**src/rtl/game_pkg.sv**
```systemverilog
// Shared game definitions: key scan codes, command bit positions and the
// held-key vector index enumeration.
package game_pkg;

  localparam int unsigned KEY_CODE_W = 9;
  localparam int unsigned NUM_KEYS   = 10;
  localparam int unsigned CMD_W      = 4;

  // Scan codes; bit 8 marks an E0-extended code
  localparam logic [KEY_CODE_W-1:0] KC_W     = 9'h01D;
  localparam logic [KEY_CODE_W-1:0] KC_A     = 9'h01C;
  localparam logic [KEY_CODE_W-1:0] KC_S     = 9'h01B;
  localparam logic [KEY_CODE_W-1:0] KC_D     = 9'h023;
  localparam logic [KEY_CODE_W-1:0] KC_UP    = 9'h175;
  localparam logic [KEY_CODE_W-1:0] KC_LEFT  = 9'h16B;
  localparam logic [KEY_CODE_W-1:0] KC_DOWN  = 9'h172;
  localparam logic [KEY_CODE_W-1:0] KC_RIGHT = 9'h174;
  localparam logic [KEY_CODE_W-1:0] KC_ENTER = 9'h05A;
  localparam logic [KEY_CODE_W-1:0] KC_Z     = 9'h01A;

  // Bit positions inside a {down,right,left,up} command nibble
  localparam int unsigned CMD_UP    = 0;
  localparam int unsigned CMD_LEFT  = 1;
  localparam int unsigned CMD_RIGHT = 2;
  localparam int unsigned CMD_DOWN  = 3;

  // Positions of each tracked key inside the held vector
  typedef enum logic [3:0] {
    KI_W     = 4'd0,
    KI_A     = 4'd1,
    KI_S     = 4'd2,
    KI_D     = 4'd3,
    KI_UP    = 4'd4,
    KI_LEFT  = 4'd5,
    KI_DOWN  = 4'd6,
    KI_RIGHT = 4'd7,
    KI_ENTER = 4'd8,
    KI_Z     = 4'd9
  } key_idx_e;

endpackage

```
**src/rtl/key_code_lut.sv**
```systemverilog
// Combinational scan-code to one-hot key index decoder; unmatched codes
// give an all-zero vector.
module key_code_lut
  import game_pkg::*;
(
  input  logic [KEY_CODE_W-1:0] i_key_code,
  output logic [NUM_KEYS-1:0]   o_onehot_c
);

  // Map each recognised code to its held-vector position
  always_comb begin
    o_onehot_c = '0;
    case (i_key_code)
      KC_W:     o_onehot_c[KI_W]     = 1'b1;
      KC_A:     o_onehot_c[KI_A]     = 1'b1;
      KC_S:     o_onehot_c[KI_S]     = 1'b1;
      KC_D:     o_onehot_c[KI_D]     = 1'b1;
      KC_UP:    o_onehot_c[KI_UP]    = 1'b1;
      KC_LEFT:  o_onehot_c[KI_LEFT]  = 1'b1;
      KC_DOWN:  o_onehot_c[KI_DOWN]  = 1'b1;
      KC_RIGHT: o_onehot_c[KI_RIGHT] = 1'b1;
      KC_ENTER: o_onehot_c[KI_ENTER] = 1'b1;
      KC_Z:     o_onehot_c[KI_Z]     = 1'b1;
      default:  o_onehot_c = '0;
    endcase
  end

endmodule

```
**src/rtl/frame_input_latch.sv**
```systemverilog
// Frame input latch: tracks held keys from a key-event stream and presents
// per-player commands that only change on the frame tick, plus start/pause
// controls. Optional feature macro: INPUT_STICKY_EN (tap capture of up
// presses so a press/release inside one frame is still seen).
module frame_input_latch
  import game_pkg::*;
#(
  parameter int unsigned STICKY_W = 1
) (
  input  logic                  clk,
  input  logic                  rst,
  input  logic                  fps30,
  input  logic                  key_valid,
  input  logic [KEY_CODE_W-1:0] key_code,
  input  logic                  key_make,
  output logic [CMD_W-1:0]      p1_cmd,
  output logic [CMD_W-1:0]      p2_cmd,
  output logic                  p1_jump_evt,
  output logic                  p2_jump_evt,
  output logic                  frame_valid,
  output logic                  start_pulse,
  output logic                  pause
);

  logic [NUM_KEYS-1:0] w_key_oh;
  logic [NUM_KEYS-1:0] w_held_next;
  logic [NUM_KEYS-1:0] w_new_make;
  logic [NUM_KEYS-1:0] r_held;
  logic                r_prev_up_p1;
  logic                r_prev_up_p2;
  logic [STICKY_W-1:0] w_tap_p1;
  logic [STICKY_W-1:0] w_tap_p2;
  logic [CMD_W-1:0]    w_p1_next;
  logic [CMD_W-1:0]    w_p2_next;
  logic                w_p1_jump;
  logic                w_p2_jump;

  key_code_lut u_key_code_lut (
    .i_key_code (key_code),
    .o_onehot_c (w_key_oh)
  );

  // Next held vector and first-press (non-typematic) detection
  always_comb begin
    w_held_next = r_held;
    w_new_make  = '0;
    if (key_valid) begin
      if (key_make) begin
        w_held_next = r_held | w_key_oh;
        w_new_make  = w_key_oh & ~r_held;
      end else begin
        w_held_next = r_held & ~w_key_oh;
      end
    end
  end

  // Held-key state register
  always_ff @(posedge clk or negedge rst) begin
    if (!rst) begin
      r_held <= '0;
    end else begin
      r_held <= w_held_next;
    end
  end

`ifdef INPUT_STICKY_EN
  logic [STICKY_W-1:0] r_tap_p1;
  logic [STICKY_W-1:0] r_tap_p2;

  // Include a press landing in the tick cycle in that tick's snapshot
  assign w_tap_p1 = r_tap_p1 | STICKY_W'(w_new_make[KI_W]);
  assign w_tap_p2 = r_tap_p2 | STICKY_W'(w_new_make[KI_UP]);

  // Tap capture: accumulate up presses, consumed by each snapshot
  always_ff @(posedge clk or negedge rst) begin
    if (!rst) begin
      r_tap_p1 <= '0;
      r_tap_p2 <= '0;
    end else if (fps30) begin
      r_tap_p1 <= '0;
      r_tap_p2 <= '0;
    end else begin
      r_tap_p1 <= w_tap_p1;
      r_tap_p2 <= w_tap_p2;
    end
  end
`else
  assign w_tap_p1 = '0;
  assign w_tap_p2 = '0;
`endif

  // Snapshot candidates: left+right cancel, up/down pass through
  always_comb begin
    w_p1_next            = '0;
    w_p2_next            = '0;
    w_p1_next[CMD_UP]    = w_held_next[KI_W] | w_tap_p1[0];
    w_p1_next[CMD_LEFT]  = w_held_next[KI_A] & ~w_held_next[KI_D];
    w_p1_next[CMD_RIGHT] = w_held_next[KI_D] & ~w_held_next[KI_A];
    w_p1_next[CMD_DOWN]  = w_held_next[KI_S];
    w_p2_next[CMD_UP]    = w_held_next[KI_UP] | w_tap_p2[0];
    w_p2_next[CMD_LEFT]  = w_held_next[KI_LEFT] & ~w_held_next[KI_RIGHT];
    w_p2_next[CMD_RIGHT] = w_held_next[KI_RIGHT] & ~w_held_next[KI_LEFT];
    w_p2_next[CMD_DOWN]  = w_held_next[KI_DOWN];
    w_p1_jump = (w_held_next[KI_W] & ~r_prev_up_p1) | w_tap_p1[0];
    w_p2_jump = (w_held_next[KI_UP] & ~r_prev_up_p2) | w_tap_p2[0];
  end

  // Frame-stable outputs, refreshed only on the frame tick
  always_ff @(posedge clk or negedge rst) begin
    if (!rst) begin
      p1_cmd       <= '0;
      p2_cmd       <= '0;
      p1_jump_evt  <= 1'b0;
      p2_jump_evt  <= 1'b0;
      r_prev_up_p1 <= 1'b0;
      r_prev_up_p2 <= 1'b0;
    end else if (fps30) begin
      p1_cmd       <= w_p1_next;
      p2_cmd       <= w_p2_next;
      p1_jump_evt  <= w_p1_jump;
      p2_jump_evt  <= w_p2_jump;
      r_prev_up_p1 <= w_held_next[KI_W];
      r_prev_up_p2 <= w_held_next[KI_UP];
    end
  end

  // Frame strobe and immediate control outputs
  always_ff @(posedge clk or negedge rst) begin
    if (!rst) begin
      frame_valid <= 1'b0;
      start_pulse <= 1'b0;
      pause       <= 1'b0;
    end else begin
      frame_valid <= fps30;
      start_pulse <= w_new_make[KI_ENTER];
      if (w_new_make[KI_Z]) begin
        pause <= ~pause;
      end
    end
  end

endmodule

```
**config.mk**
```make
export PLATFORM = sky130hd
export DESIGN_NAME = frame_input_latch
export DESIGN_NICKNAME = d
export VERILOG_FILES = /design/src/rtl/game_pkg.sv /design/src/rtl/key_code_lut.sv /design/src/rtl/frame_input_latch.sv
export SDC_FILE = /design/constraint.sdc
export NUM_CORES = 1
export LEC_CHECK = 0
export BUFFER_PORTS_ARGS = -buffer_cell sky130_fd_sc_hd__buf_2
export CORE_AREA = 2 2 51 53
export DETAILED_ROUTE_END_ITERATION = 8
export DIE_AREA = 0 0 53 55
export PLACE_DENSITY = 0.71
export SYNTH_ARGS = -nofsm -noshare
export SYNTH_HDL_FRONTEND = slang
export SYNTH_SLANG_ARGS = --single-unit
export TNS_END_PERCENT = 30
```
**constraint.sdc**
```tcl
create_clock -name clk -period 0.9 [get_ports clk]
set_input_delay 0.09 -clock clk [delete_from_list [all_inputs] [get_ports clk]]
set_output_delay 0.09 -clock clk [all_outputs]
set_load 0.01 [all_outputs]
```
==> metrics.md <==
| Metric | Value |
|---|---|
| Initial core utilization | 43.5% |
| Clock Tree Root | clkbuf_4 |
| Setup repair after global routing missed its margin | true |
| Final Setup Violations | 35 |
| Fin. Hold Viols | 0 |
| WP data required | 1120 ps |
| Synth unique cells | 25 |
| Crit Path Category | primary input to flop |
| Dpl ws | -871 ps |
| Die area | 2920 sq um |
| Clk Latency, worst-skew pair | 310 ps |
| DR vias | 807 |
| Final critical-path required period | 1380 ps |
| Post-DR vias/cell | 5.27 |
| Initial drt markers | 5 |
| Reg2Reg Setup Slack | -110 ps |
| Syn_nets | 100 |
| Final Power | 0.00180 W |
| Crit share post-route | 153% |
| Worst hold slack | 129 ps |
| Part of the power in combinational logic | 13.6% |
| Die width | 53 um |
| Crit-path cells | buf_6 -> or4b_4 -> or3b_4 -> mux2i_2 -> a31o_1 |
| Sequential-to-total area share from yosys stat | 55.9% |
| Post-Syn Area per Cell | 12.0 sq um |
| Slowest stage cell, crit path | or4b_4 |
| # IOs | 27 |
| Post-Syn Instances | 86 |
| Area Growth Syn to Fin | 36.5% |
| Crit. End Element | flop |
| Maxcap violations | 0 |
| Pwr/cell area | 1280 nW/um^2 |
| Synthesized cell area | 1030 sq um |
| Reg-to-Reg Start | r_held[2] |
| Worst slew margin | 65.9% |
| Sequential power share | 60.0% |
| Tot GR Track Use | 18.2% |
| Type of origin of the critical path | primary input |
| Reg clk slew, reported paths | 120 ps |
| Net Sw Frac | 25.2% |
| Final #Nets | 138 |
| Worst Reg-to-Reg Cells | 2 |
| First-pass GRT wire length | 3590 um |
| Vias in the first global route | 787 |
| Achievable frequency | 0.726 GHz |
| Violated checks | setup timing |
| Worst Setup SP | key_code[8] |
| Setup TNS Final | -6610 ps |
| Antenna Cells | 0 |
| Hold/Removal Path Class | primary input to flop |
| Worst-Margin Slew | 511 ps |
| Max Buffers Root-to-Sink | 2 |
| Clock share of power | 26.4% |
| Placed wire-length estimate | 1570 um |
| Rows | 18 |
| Util after Layout | 59.4% |
| Max Transition Viols Final | 0 |
| Core area | 2360 sq um |
| Remaining global-route overflow | 0 |
| DRC viols | 0 |
| CP max FO | 5 |
| IO Port Bufs | 26 |
| Yosys synthesis warning count | 0 |
| # clock sinks | 23 |
| Int Power | 0.00135 W |
| Final wirelength | 2260 um |
| Die Span Y | 55 um |
| RePlAce Congestion | 0.800 |
| Final setup margin | -477 ps |
| Arrival time worst endpoint | 1590 ps |
| FF-to-FF End | p1_cmd[3] |
| Maximum VDD drop | 1.07 mV |
| Final Skew | 2.69 ps |
| LEAKAGE | 0.734 nW |
| Num CTS Buffers | 3 |
| P_sw | 0.000454 W |
| Initial DRT Pass Iterations | 4 |
| Largest net degree at the start of global routing | 24 |
| Setup crit end | p1_cmd[2] |
| CTS tree | yes |
| Final ANT Viol Nets | 0 |
| Average routed wire per standard cell | 14.8 um |
| Initial antenna violation count | 0 |
| Synth Register Bits | 23 |
| Max stage delay on crit path | 590 ps |
| H-tree lvl count | 1 |
| Layout cells sized above 1 | 51.2% |
| Status | finished, violations left |
-- layout by cell type, fill, tap and decap left out --
cell	count
dfrtp_1	23
buf_2	23
buf_4	8
inv_1	6
nand3b_1	5
nand2_1	5
nor3_4	4
mux2_4	4
mux2i_2	4
mux2_2	4
o31ai_1	4
buf_6	4
nor3b_1	3
nor2_1	3
clkbuf_4	3
or3b_4	2
or4_4	2
nand4b_1	2
nor2b_1	2
a21oi_1	2
dlygate4sd3_1	2
nor3b_2	1
nand2b_1	1
or4b_4	1
nor4_2	1
a31o_2	1
a31o_1	1
xnor2_1	1
clkinv_2	1
-- cell type report --
cell class / instances / area [sq um]
Tap cell: 30 / 37.5
Multi-Input combinational cell: 53 / 502
Timing Repair Buffer: 37 / 240
Inverter: 6 / 22.5
Sequential cell: 23 / 576
Clock inverter: 1 / 5.00
Clock buffer: 3 / 22.5
Fill cell: 213 / 960
-- sequential cells by signal (all words and copies together), names as in the netlist, named ones only --
signal and count:
r_held 8, pause 1, p2_jump_evt 1, p2_cmd 4
frame_valid 1, p1_jump_evt 1, p1_cmd 4, start_pulse 1
-- stage by stage --
step | cells | instance area [sq um]
2_1_floorplan | 86 | 1040
3_3_place_gp | 145 | 1240
3_5_place_dp | 145 | 1240
4_1_cts | 152 | 1370
5_1_grt | 153 | 1410
6_report | 153 | 1410
-- cells by family (layout without fill, tap and decap cells) --
kind of cell,count (synthesis),after routing,synth area share (%)
XOR/XNOR,1,1,0.851
multiplexers,12,12,13.0
AND/OR/NAND/NOR,32,32,20.3
buffers and inverters,10,47,4.37
AO/OA/AOI/OAI,8,8,5.59
flip-flops,23,23,55.9
-- critical path: cells and delay by family --
kind                   cells  cell delay, ps
buffers and inverters      1              90
and+or+nand+nor            2            1000
AOI/OAI and AO/OA          1             240
muxes                      1             180
-- Yosys cell counts --
cell type | number | area, sq um
nor2b_1 | 2 | 12.5
nor3b_1 | 4 | 30.0
nor3_1 | 4 | 20.0
a21oi_1 | 2 | 10.0
nand3b_1 | 5 | 37.5
or3b_1 | 1 | 8.76
mux2i_1 | 3 | 30.0
xnor2_1 | 1 | 8.76
a31o_1 | 1 | 8.76
a31o_2 | 1 | 8.76
mux2i_2 | 1 | 13.8
or4_1 | 2 | 15.0
buf_4 | 2 | 15.0
nor4_1 | 1 | 6.26
nand2b_1 | 1 | 6.26
nand4b_1 | 2 | 17.5
or4b_4 | 1 | 13.8
nand2_1 | 5 | 18.8
dfrtp_1 | 23 | 576
nor2_1 | 3 | 11.3
inv_1 | 6 | 22.5
clkbuf_1 | 2 | 7.51
o31ai_1 | 4 | 30.0
or3b_4 | 1 | 11.3
mux2_2 | 8 | 90.1
-- timing repair --
item                       CTS  global route
pin swaps                    4             5
gates resized for setup     15             7
hold endpoints to repair    24             0
setup buffers                1             1
hold buffers                 2             0
setup endpoints to repair   35            35
-- worst min-delay path by stage --
stage	slack, ps	from	cells after the start	endpoint
2_1_floorplan	-210	rst	0	async pin
3_3_place_gp	80	rst	1	start_pulse
3_5_place_dp	90	rst	1	start_pulse
4_1_cts	120	key_code[6]	4	start_pulse
5_1_grt	120	key_code[6]	4	start_pulse
6_report	130	key_code[6]	4	start_pulse
-- routing by layer --
metal	track usage, %	part of all wire [%]
met5	0	0
met4	13.2	3.8
met3	3.49	3.9
met2	29.4	50
met1	22.0	43
-- power groups by stage --
stage	Clock [W]	Sequential [W]	Combinational, W
2_1_floorplan	0	0.00110	0.0000871
3_3_place_gp	0	0.00110	0.000197
3_5_place_dp	0	0.00110	0.000204
4_1_cts	0.000500	0.00108	0.000236
5_1_grt	0.000552	0.00108	0.000268
6_report	0.000476	0.00108	0.000245
Power figures use the tool's default switching activity.
